==> src/rtl/uart_rx_fifo.sv <==
// First-word-fall-through byte FIFO behind the UART receiver.
// Sticky overflow on dropped bytes, one-cycle underflow pulse on empty pops.
module uart_rx_fifo #(
   parameter int unsigned DW    = 8,
   parameter int unsigned DEPTH = 16,
   parameter int unsigned AW    = 4
) (
   input  logic          clk,
   input  logic          rst_n,
   input  logic          i_push,
   input  logic [DW-1:0] i_wdata,
   input  logic          i_pop,
   output logic [DW-1:0] o_rdata,
   output logic          o_empty,
   output logic          o_full,
   output logic [AW:0]   o_count,
   output logic          o_overflow,
   input  logic          i_clr_ovf,
   output logic          o_underflow
);

   localparam int unsigned PW = AW + 1;

   logic [DW-1:0] mem [DEPTH];
   logic [PW-1:0] wr_ptr;
   logic [PW-1:0] rd_ptr;
   logic [AW-1:0] wr_idx;
   logic [AW-1:0] rd_idx;
   logic          empty;
   logic          full;
   logic          pop_ok;
   logic          push_ok;
   logic          ovf_set;

   assign wr_idx = wr_ptr[AW-1:0];
   assign rd_idx = rd_ptr[AW-1:0];

   // Extra pointer MSB distinguishes full from empty when indices match.
   assign empty = (wr_ptr == rd_ptr);
   assign full  = (wr_idx == rd_idx) && (wr_ptr[AW] != rd_ptr[AW]);

   // A pop on a full FIFO frees the slot the coincident push lands in.
   assign pop_ok  = i_pop && !empty;
   assign push_ok = i_push && (!full || pop_ok);
   assign ovf_set = i_push && full && !pop_ok;

   always_ff @(posedge clk or negedge rst_n) begin
      if (!rst_n) begin
         wr_ptr <= '0;
         rd_ptr <= '0;
      end else begin
         if (push_ok) wr_ptr <= wr_ptr + PW'(1);
         if (pop_ok)  rd_ptr <= rd_ptr + PW'(1);
      end
   end

   // Storage carries no reset; empty masks stale contents on the read port.
   always_ff @(posedge clk) begin
      if (push_ok) mem[wr_idx] <= i_wdata;
   end

   always_ff @(posedge clk or negedge rst_n) begin
      if (!rst_n) begin
         o_overflow  <= 1'b0;
         o_underflow <= 1'b0;
      end else begin
         o_underflow <= i_pop && empty;
         if (ovf_set)        o_overflow <= 1'b1;
         else if (i_clr_ovf) o_overflow <= 1'b0;
      end
   end

   assign o_empty = empty;
   assign o_full  = full;
   assign o_count = wr_ptr - rd_ptr;
   assign o_rdata = empty ? '0 : mem[rd_idx];

endmodule

==> config.mk <==
export PLATFORM = sky130hd
export DESIGN_NAME = uart_rx_fifo
export DESIGN_NICKNAME = d
export VERILOG_FILES = /design/src/rtl/uart_rx_fifo.sv
export SDC_FILE = /design/constraint.sdc
export NUM_CORES = 1
export LEC_CHECK = 0
export BUFFER_PORTS_ARGS = -buffer_cell sky130_fd_sc_hd__clkbuf_2
export CORE_AREA = 5 5 150 152
export DETAILED_ROUTE_END_ITERATION = 10
export DIE_AREA = 0 0 155 157
export GPL_TIMING_DRIVEN = 0
export PLACE_DENSITY = 0.39
export SETUP_SLACK_MARGIN = 0.02
export SLEW_MARGIN = 20
export SYNTH_ARGS = -nofsm -noshare
export SYNTH_HDL_FRONTEND = slang
export SYNTH_SLANG_ARGS = --single-unit
==> constraint.sdc <==
create_clock -name clk -period 3.31 [get_ports clk]
set_input_delay 0.331 -clock clk [delete_from_list [all_inputs] [get_ports clk]]
set_output_delay 0.331 -clock clk [all_outputs]
set_load 0.005 [all_outputs]
======== Yosys cells after proc, flatten, opt, wreduce, memory -nomap -nowiden ========
Memory sizes are Yosys's and may differ from the RTL's.
Cells that the tools add are included.
operators by class
  $add $sub $neg .......................... 3
  mux-type cells .......................... 5
  equal/unequal tests ..................... 3
  reduce and logical (&&, ||, !) cells .... 11
operators by type and width
  operator                                      count
  adder 5 x 1 -> 5 bit (second input constant)  2
  2-to-1 mux 8 bit                              1
  logical AND 1 bit                             6
  == test 5 bit                                 1
  subtractor 5 bit                              1
  == test 4 bit                                 1
  2-to-1 mux 1 bit                              4
  logical NOT 1 bit                             3
  nonzero test 2 bit                            1
  logical OR 1 bit                              1
  inequality test 1 bit                         1
storage, ports and cells
  register bits after elaboration ......... 12
  memories ................................ 1
  output and inout port bits .............. 17
  memory bits (writable) .................. 128
  word-level logic and storage cells ...... 27
memory list
  name  words  bits a word  rd ports  clocked after memory_dff  write ports  line  text
  mem   16     8            1         0                         1            24    logic [DW-1:0] mem [DEPTH];

======== Logic depth before layout (Yosys ltp) ========
Gate-level depths: netlist of the first run.
  word-level depth ........................ 7
  gate-level depth with buffers ........... 9
  depth with buffers taken out ............ 7

======== Worst setup path before layout of the first run ========
OpenSTA, ideal clock, no wires.
  kind .................................... register to register
  start point ............................. reg rd_ptr[3]
  end point ............................... mem mem[3][0] (enable)
  path buffers ............................ 3
  stages on the path, launching flop included .. 10
  clock period less this slack ............ 2.739 ns
  arrival time ............................ 2.356 ns
  setup slack ............................. 0.571 ns
  cells stage by stage .................... dfrtp_1 > clkbuf_1 > buf_1 > inv_1 > ha_1 > nand4_1 > o31a_1 > buf_2 > nand2_1 > nor3_1
between the ends
  cells in the longest elaborated chain, start to end .. 7
ends and longest elaborated chain
  element                                                 line    text
  start, declared                                         26      logic [PW-1:0] rd_ptr;
  start signal, assigned                                  53      if (pop_ok) rd_ptr <= rd_ptr + PW'(1);
  == test 5 bit or == test 4 bit (tied branches)          39, 40
  logical NOT 1 bit or logical AND 1 bit (tied branches)  43, 40
  logical AND 1 bit or logical NOT 1 bit (tied branches)  43, 44
  logical OR 1 bit *                                      44      assign push_ok = i_push && (!full || pop_ok);
  logical AND 1 bit *                                     44
  2-to-1 mux 1 bit *                                      59      if (push_ok) mem[wr_idx] <= i_wdata;
  2-to-1 mux 1 bit (not written as such) *                59
  end, declared                                           24
Mark *: on every way between the ends. The rest lies on a longest branch, timed or not.

======== Final worst setup path of the first run ========
  start point ............................. reg rd_ptr[2]
  end point ............................... out o_rdata[7]
between the ends
  cells in the longest elaborated chain, start to end .. 2
ends and longest elaborated chain
  element                                                    line  text
  memory read (16 x 8 bit) or == test 5 bit (tied branches)  -
  2-to-1 mux 8 bit *                                         76    assign o_rdata = empty ? '0 : mem[rd_idx];
  end, declared                                              13    output logic [DW-1:0] o_rdata,
Marked as above.

==> impl_summary.md, run 1 <==
Run status
The flow ran to the end, and the final reports show no timing, DRC or antenna violations.

Power
Across the VDD grid, the largest voltage drop is roughly 250 uV. The total power divided by cell area is approximately 900 mW/mm2. The leakage power is 2.41 nW.

STA
Setup repair after global routing left no endpoint under its margin. The minimum clock period after layout is a little over 3000 ps. The transition time at the pin with the least slew margin is ~870 ps. The final cycle utilization of the critical path is 92.1%. The clock arrives with 6.40 ps of skew. The post-route worst hold slack is around 190 ps.

The final worst-path setup slack is about 260 ps. The worst-case headroom to the max-slew limit is a little over two fifths. Timing would allow up to between 300 and 400 MHz. Setup violations remaining at the end of the flow were counted as 0. The hold violation total from the final report came to 0. The final max-slew violation count is 0.

Yosys
The number of nets handed over by synthesis was ~320. The register area share after synthesis is between 70% and 80%. After Yosys synthesis, XOR and XNOR cells account for under 10% of the synthesized area. The cell area after synthesis is between 0.005 and 0.006 mm2. Averaged over all synthesized cells, the footprint is slightly below 20 um2. Summed over its instances, the top area cell type makes up 66.8% of the synthesized netlist area. Ranked by total cell area, the synthesized netlist is headed by sky130_fd_sc_hd__edfxtp_1 (67%), sky130_fd_sc_hd__mux4_1 (7.3%), sky130_fd_sc_hd__mux4_2 (6.3%), sky130_fd_sc_hd__dfrtp_1 (5.2%), sky130_fd_sc_hd__ha_1 (2.0%). The number of enable-type register cells in the synthesized netlist is roughly 130.

The async set-reset flop share out of synthesis is roughly 8.6%. Summing the areas of all fa, ha and maj instances in the mapped netlist gives around 2.3% of the synthesized area. The simple-gate portion of the synthesized area is under 10%. Synthesis handed over a netlist of slightly below 300 instances. The yosys synthesis warning count is 0. Among all flip-flop cells after synthesis, the most frequent one is sky130_fd_sc_hd__edfxtp_1. The cell type with the highest aggregate area in the netlist is sky130_fd_sc_hd__edfxtp_1. The synthesized netlist devotes about 2.4% of its cell area to compound gates.

The commonest cells after synthesis are sky130_fd_sc_hd__edfxtp_1 (128), sky130_fd_sc_hd__mux4_1 (16), sky130_fd_sc_hd__mux4_2 (16). The multiplexer share of the synthesized area is between 15 and 20%. The number of distinct standard cells referenced by the synthesized netlist is 30. After synthesis, the largest family of logic cells by area is multiplexers. In this run, synthesis produced a sequential element count of 140.

By instance count, the leading cell after synthesis is sky130_fd_sc_hd__edfxtp_1.

Worst setup path
The worst reg2reg path startpoint is rd_ptr[2]. The required time reported for the critical path endpoint is between 2000 and 3000 ps. The most critical setup path has its startpoint at rd_ptr[2].

The worst setup path is captured at an output pin. The worst setup path is of the flip-flop to output pin kind. STA classifies the critical path startpoint as a flip-flop.

Data on the critical path arrives at its endpoint at 2720 ps. The maximum net fanout on the critical path is 10.

Floorplan
Once the floorplan was initialized, standard cells occupied ~28% of the core. The full die area is around 0.024 mm2. During I/O placement, the number of pins put on the boundary was 30. The die is about 160 um tall. The standard cell core area is 0.0209 mm2.

Measured along the x axis, the die boundary spans 155 um. The total number of placement rows is 53.

Finish
Summing all flip-flop and latch instances after layout gives just over 0.004 mm2. The antenna diode count is 0. After filler insertion, the fill cell instance count of the layout stands at approximately 2000. In the final layout, the share of cells above drive strength 1 is just under 30%. Summing all multi-input logic gate instances after layout gives 0.00151 mm2.

The finished layout holds 632 standard cells, fillers aside. The net count of the finished layout is around 370. The layout-stage area growth over the synthesis result is 20.2%.

Global route
The global routing usage on met2 is between 10% and 20%. The first global-routing pass estimated a little under 20000 um of wire. The global-route usage over all layers is about 11%. The initial antenna violation count is 0. Entering global routing, the biggest net connects 17 pins. After global routing the overflow that remains totals 0. The global-route track usage on met3 is between 3 and 4%. The via count of the first global-routing pass was just under 3000.

For this run, global-route usage on met1 was measured as between 10% and 20%. The most used routing layer is met2.

Clock network
TritonCTS built the clock tree. Clock tree synthesis found a total of 140 sinks. After clock tree synthesis, the clock-pin slew on the worst setup and hold paths is approximately 60 ps.

Once the clock tree was built, the setup fixing pass inserted 0 buffers. The clock tree synthesis step divided the H-tree into 4 levels. The tree is rooted in a sky130_fd_sc_hd__clkbuf_16. The later-pin clock latency in the skew report is 420 ps.

The number of buffers created by CTS is 17. No sink is reached through more buffers than the 2 on the longest clock path.

Route
Across all layers, the routed design uses between 2000 and 3000 vias. The number of vias per cell after detailed routing is 4.47. In the final routed layout, each cell accounts on average for approximately 21 um.

After detailed routing, the total wire length is 13100 um. The number of remaining DRC errors is 0. The iteration-0 DRC count of the detailed router is between 100 and 150. Once detail routing completed, the nets flagged for antenna violations numbered 0. Before antenna repair, the detailed router went through 4 iterations.

Placed design
The number of port buffers is 29. The last weighted congestion value of the routability-driven placer is between 0.7 and 0.8. The number of instances in the placed design is 600. Timing analysis after detailed placement gives a worst setup slack of -232 ps. The wire-length estimate of the detail-placed layout is about 9000 um.

Min path
The worst hold path belongs to the class input port to flip-flop. The worst hold path begins at i_clr_ovf.

Run
Max-cap violations in this run came to 0.
[routing by layer]
| metal | share of wire, % | vias to the layer above |
|---|---|---|
| met4 | 1.4 | 0 |
| li1 | - | 1288 |
| met3 | 4.8 | 12 |
| met1 | 47 | 1462 |
| met2 | 47 | 60 |
| met5 | 0 | - |
[worst max-delay path: stages (launching register included)]
cell and delay (ps):
sky130_fd_sc_hd__dfrtp_1 370, sky130_fd_sc_hd__clkbuf_2 240, sky130_fd_sc_hd__inv_2 300, sky130_fd_sc_hd__ha_1 350, sky130_fd_sc_hd__and4_1 230, sky130_fd_sc_hd__nand2_1 250, sky130_fd_sc_hd__o21ai_0 150, sky130_fd_sc_hd__a21oi_1 240
sky130_fd_sc_hd__clkbuf_2 170
[final timing paths]
path	to	slack, ps	cells past startpoint
setup / recovery	o_rdata[7]	260	8
setup reg to reg	mem[4][3]	290	8
min in group asynchronous	wr_ptr[1]	360	2
hold / removal	o_overflow	190	3
max in group asynchronous	wr_ptr[4]	2700	2
hold reg to reg	rd_ptr[4]	490	1
[sequential cells by signal, summed over array words and instances (netlist names)]
| signal | cells |
|---|---|
| mem | 128 |
| wr_ptr | 5 |
| rd_ptr | 5 |
| o_underflow | 1 |
| o_overflow | 1 |
[cells by family (layout without fill, tap and decap cells)]
group	Yosys count	after routing
DFF	140	140
muxes	48	48
and+or+nand+nor	34	34
AOI/OAI and AO/OA	25	25
buffers and inverters	24	88
xor gates and xnor gates	12	12
adders and majority gates	10	10
[stage by stage]
stage                     utilization, %  setup TNS (ps)  power [mW]  area, um2
after global routing                33.1               0        6.76       6920
after floorplan                        -               0        3.68       5750
final                               33.1               0        6.39       6920
after global placement              29.9          -25080        4.51       6240
after CTS                           33.1               0        6.52       6920
after detailed placement            30.1          -12480        4.54       6290
[cell usage in the layout, fill, tap and decap left out, types with 10 or more instances in the layout]
master                      netlist  final
sky130_fd_sc_hd__dfrtp_1         12     12
sky130_fd_sc_hd__edfxtp_1       128    128
sky130_fd_sc_hd__mux4_1          16     16
sky130_fd_sc_hd__mux4_2          16     16
sky130_fd_sc_hd__xnor2_1         10     10
sky130_fd_sc_hd__clkbuf_16        0     17
sky130_fd_sc_hd__a21oi_1         11     11
sky130_fd_sc_hd__clkbuf_2         0     30
[power breakdown]
part | internal, mW | switching (mW)
Sequential | 2.16 | 0.0995
Clock | 1.20 | 0.764
Combinational | 0.976 | 1.19
Total | 4.34 | 2.06
[what timing repair did]
action	CTS	global route
pin swaps	0	0
setup endpoints to repair	108	50
hold endpoints to repair	12	0
hold buffers	1	0
gates resized for setup	4	2
[layout make-up]
cell class | instances | area share, %
Buffer | 12 | 1.23
Clock buffer | 17 | 6.15
Clock inverter | 15 | 2.71
Inverter | 11 | 0.597
Multi-Input combinational cell | 129 | 21.9
Sequential cell | 140 | 59.9
Tap cell | 275 | 4.97
Timing Repair Buffer | 33 | 2.57
(Power assumes the default switching activity.)
==> run 2: changes to the inputs <==
- ABC_AREA: unset -> 1
- CORE_AREA: 5 5 150 152 -> 5 5 154 156
- DIE_AREA: 0 0 155 157 -> 0 0 159 161
- GPL_TIMING_DRIVEN: 0 -> unset
==> run 2 against run 1 <==
Against the previous run: utilization decreased by 1.3 points; wire length rose by 30%; critical endpoint is now o_rdata[2]; non-clock buffer count decreased by 8.
==> impl_summary.md, run 2 <==
Finish
The finished layout cell area is 0.00708 mm2 (+2.3%). The number of nets in the finished design is 579 (+58%). The register with the most flip-flops in the final layout is mem.

The number of flip-flops under the largest register name is 128 (unchanged). Compared with the post-synthesis result, the final layout area differs by 16.9%. The flip-flop and latch area is 0.00415 mm2 (about the same). Leaving out fill and tap cells, the most frequent cells in the layout are sky130_fd_sc_hd__nand2_1 (172), sky130_fd_sc_hd__edfxtp_1 (128), sky130_fd_sc_hd__nand3_1 (103), sky130_fd_sc_hd__clkbuf_2 (29), sky130_fd_sc_hd__clkbuf_16 (17). The antenna diode count is 0 (unchanged). The largest registers in the layout are mem x128, rd_ptr x5, wr_ptr x5. The number of fill cells in the layout was 2275 (+12%). The multi-input logic area is 0.00172 mm2 (+13%).

The most common cell after layout, fill and taps aside is sky130_fd_sc_hd__nand2_1. The layout cell share with drive strength beyond 1 came to 14.8% (-15 points).

Floorplan
The width of the die came to 159 um (+2.6%). The total number of placement rows is 55 (+3.8%). The top-level port count is 30 (unchanged).

The full die area is 0.0256 mm2 (+5.2%). The effective utilization at floorplan was 27.3% (-0.30 points). The vertical die dimension is 161 um (+2.5%). The standard cell core area is 0.0222 mm2 (+6.4%).

Worst setup path
The maximum net fanout on the critical path is 66 (+56). By startpoint and endpoint, the worst setup path is classified as flip-flop to output pin. The cell occurring most often along the worst timing path is sky130_fd_sc_hd__nand2_1. The dominant delay contributor by cell family on the critical path is buffers and inverters. The number of buffers and inverters on the critical path is 2 (-1). The startpoint kind of the worst setup timing path is a flip-flop. The worst setup path is captured at an output pin.

The delay contributed by the slowest stage of the critical path came to 610 ps (+240 ps). The required time reported for the critical path endpoint is 2980 ps (about the same). The endpoint arrival time on the critical path is 2460 ps (-260 ps). The worst reg2reg path startpoint is rd_ptr[3]. The number of cells on the worst reg-to-reg path is 9 (+1). The flop-to-flop setup slack is 540 ps (+250 ps). Among all stages on the critical path, the largest delay is contributed by sky130_fd_sc_hd__buf_4. The worst reg2reg path endpoint is mem[14][3]. The signal on the critical path passes through buf_4, nand2_1, nand3_1, nand3_1, nand2_1, nand2_1, a21oi_1, clkbuf_2.

Global route
The global routing usage on met2 is 22.0% (+4.3 points). The global-route track usage on met3 is 3.52% (+0.22 points). The global-route usage over all layers was 13.5% (+2.1 points). The initial antenna violation count is 0 (unchanged). met2 is the most crowded layer. The first-pass GRT wire length is 25300 um (+30%). The maximum number of pins on one net before global-route repair is 67 (+50).

The overall overflow remaining after global route is 0 (unchanged). The met1 capacity usage during global routing is 17.3% (+2.1 points). The via count of the first global-routing pass was 4094 (+37%).

Yosys
The post-synthesis adder-cell area fraction was 2.19% (-0.12 points). After synthesis, the largest family of logic cells by area is simple AND/OR/NAND/NOR gates. The number of distinct standard cells referenced by the synthesized netlist is 29 (-3.3%). The multiplexer share of the synthesized area came to 0% (-17 points). The most used flip-flop cell after synthesis is sky130_fd_sc_hd__edfxtp_1. The simple-gate portion of the synthesized area is 22.7% (+20 points). The number of enable-type register cells in the synthesized netlist was 128 (unchanged). The register area share after synthesis came to 68.4% (-3.6 points).

The parity-gate share of the synthesized area counting xor and xnor cells is 1.86% (+0.033 points). The post-synthesis instance total came to 526 (+80%). After synthesis, the most frequently instantiated cells are sky130_fd_sc_hd__nand2_1 (172), sky130_fd_sc_hd__edfxtp_1 (128), sky130_fd_sc_hd__nand3_1 (103). The number of nets produced by synthesis was 549 (+74%). The async set-reset flop share out of synthesis was 8.57% (unchanged). The yosys synthesis warning count is 0 (unchanged). The cell type with the highest aggregate area in the netlist is sky130_fd_sc_hd__edfxtp_1. By instance count, the leading cell after synthesis is sky130_fd_sc_hd__nand2_1. The portion of synthesized cell area occupied by the leading cell type is 63.5% (-3.3 points). The cell area after synthesis is 0.00606 mm2 (+5.3%). The number of flip-flops and latches in the synthesized netlist is 140 (unchanged). The mean post-synth cell area came to 11.5 um2 (-41%). In the post-synthesis netlist, the biggest area contributors are sky130_fd_sc_hd__edfxtp_1 (63%), sky130_fd_sc_hd__nand2_1 (11%), sky130_fd_sc_hd__nand3_1 (8.5%), sky130_fd_sc_hd__dfrtp_1 (5.0%), sky130_fd_sc_hd__ha_1 (1.9%). The compound-cell area share of the yosys netlist is 1.61% (-0.80 points).

Placed design
The placed cell area was 0.00649 mm2 (+3.2%). The detailed-placement wirelength estimate is 11000 um (+26%). The last weighted congestion value of the routability-driven placer is 0.795 (+12%).

The number of port buffers is 29 (unchanged).

Run
The number of maximum-capacitance constraint violations is 0 (unchanged).

Power
The leakage power came to 2.65 nW (+10%). The total power divided by cell area was 955 mW/mm2 (+3.4%). The overall power after layout is 6.76 mW (+5.8%).

The maximum ir drop on the vdd rail is 375 uV (+47%).

Route
The number of vias per cell after detailed routing came to 4.59 (+2.9%). The total wirelength of the detailed-routed design came to 17000 um (+30%). The number of remaining DRC errors came to 0 (unchanged). The number of iterations in the first detailed-routing pass came to 5 (+1). The post-detailed-route wirelength per cell is 19.9 um (-3.8%). The iteration-0 DRC count of the detailed router came to 238 (+92%). The detailed-route via count is 3919 (+39%).

The count of antenna-violating nets left after detailed routing is 0 (unchanged).

STA
Setup repair after global routing left no endpoint under its margin. The final clock skew is 11.1 ps (+4.66 ps). The minimum clock period after layout is 2800 ps (-252 ps). The number of failing setup endpoints in the final timing report is 0 (unchanged). The final max-slew violation count was 0 (unchanged).

The final cycle utilization of the critical path is 84.5% (-7.6 points). The upper clock frequency limit was 358 MHz (+9.0%). The worst-case headroom to the max-slew limit is 50.4% (+8.6 points).

The final setup TNS is 0 ps (unchanged). The hold violation total from the final report is 0 (unchanged). The transition time at the pin with the least slew margin is 743 ps (-126 ps).

Clock network
The number of buffers on the longest clock path is 2 (unchanged). The CTS tree is built. The number of levels the H-tree was split into is 4 (unchanged).

The number of buffers created by CTS is 17 (unchanged). The register clock-pin slew on the reported worst setup and hold paths was 60 ps (about the same). The later-pin clock latency in the skew report was 420 ps (about the same).

The CTS sink count came to 140 (unchanged). The post-cts repair resize count is 0 (-4). In this run the clock root is driven by a sky130_fd_sc_hd__clkbuf_16.

Run status
The run finished with clean final reports.

Min path
The launch instance of the worst min-delay path is i_clr_ovf. The terminating pin of the worst hold path is o_overflow. In this run the worst hold path is classified as input port to flip-flop. The number of cells traversed by the worst hold path came to 2 (-1).
run 2: power by group:
part / switching (mW) / internal [mW] / total (mW)
Sequential: 0.121 / 2.15 / 2.27
Clock: 0.721 / 1.17 / 1.89
Combinational: 1.77 / 0.834 / 2.61
Total: 2.61 / 4.15 / 6.76
run 2: worst max path at each step:
stage | from | end | slack, ps | cells after the start
finish | rd_ptr[0] | o_rdata[2] | 510 | 8
global route | rd_ptr[3] | mem[11][4] | 300 | 9
CTS | rd_ptr[0] | o_rdata[4] | 490 | 8
detailed placement | rd_ptr[3] | mem[11][2] | 540 | 9
global placement | rd_ptr[3] | mem[0][7] | 660 | 9
floorplan | rd_ptr[2] | mem[0][0] | 780 | 11
run 2: stage by stage:
step / std cells / hold slack [ps] / util (%) / setup slack, ps
floorplan: 526 / 35.4 / - / 781
finish: 853 / 91.8 / 31.8 / 515
global placement: 821 / 257 / 29.2 / 656
global route: 853 / 98.0 / 31.8 / 303
CTS: 853 / 80.2 / 31.8 / 491
detailed placement: 821 / 259 / 29.2 / 539
run 2: cell families (layout without fill, tap and decap cells):
logic type / after synthesis / in the layout
flops: 140 / 140
simple gates: 305 / 305
xor+xnor: 12 / 12
buf+inv: 41 / 83
compound gates: 18 / 18
fa+ha+maj: 10 / 10
run 2: layer usage:
metal  share of wire (%)  vias up
li1                    -     1878
met1                  45     1924
met2                  48       90
met3                 3.9       27
met4                 2.7        0
met5                   0        -
run 2: timing repair:
action	4_1_cts	5_1_grt
setup buffers	0	0
hold buffers	1	0
hold endpoints to repair	12	0
run 2: cell type report:
class                      count  share of cell area [%]
sequential                   140                    58.6
timing repair buffer          37                    3.11
clock inverter                14                    2.17
clock buffer                  17                    6.01
inverter                      15                   0.866
tap                          285                    5.04
multi-input combinational    345                    24.2
run 2: worst reg2reg max path: stages (launching register included):
cell                      delay (ps)
sky130_fd_sc_hd__dfrtp_1         510
sky130_fd_sc_hd__inv_1           270
sky130_fd_sc_hd__ha_1            430
sky130_fd_sc_hd__nand4_4         150
sky130_fd_sc_hd__nor2_2           70
sky130_fd_sc_hd__nand2_2          90
sky130_fd_sc_hd__nand2_4          90
sky130_fd_sc_hd__inv_6           140
sky130_fd_sc_hd__nand2_4         110
sky130_fd_sc_hd__nor2_1          550
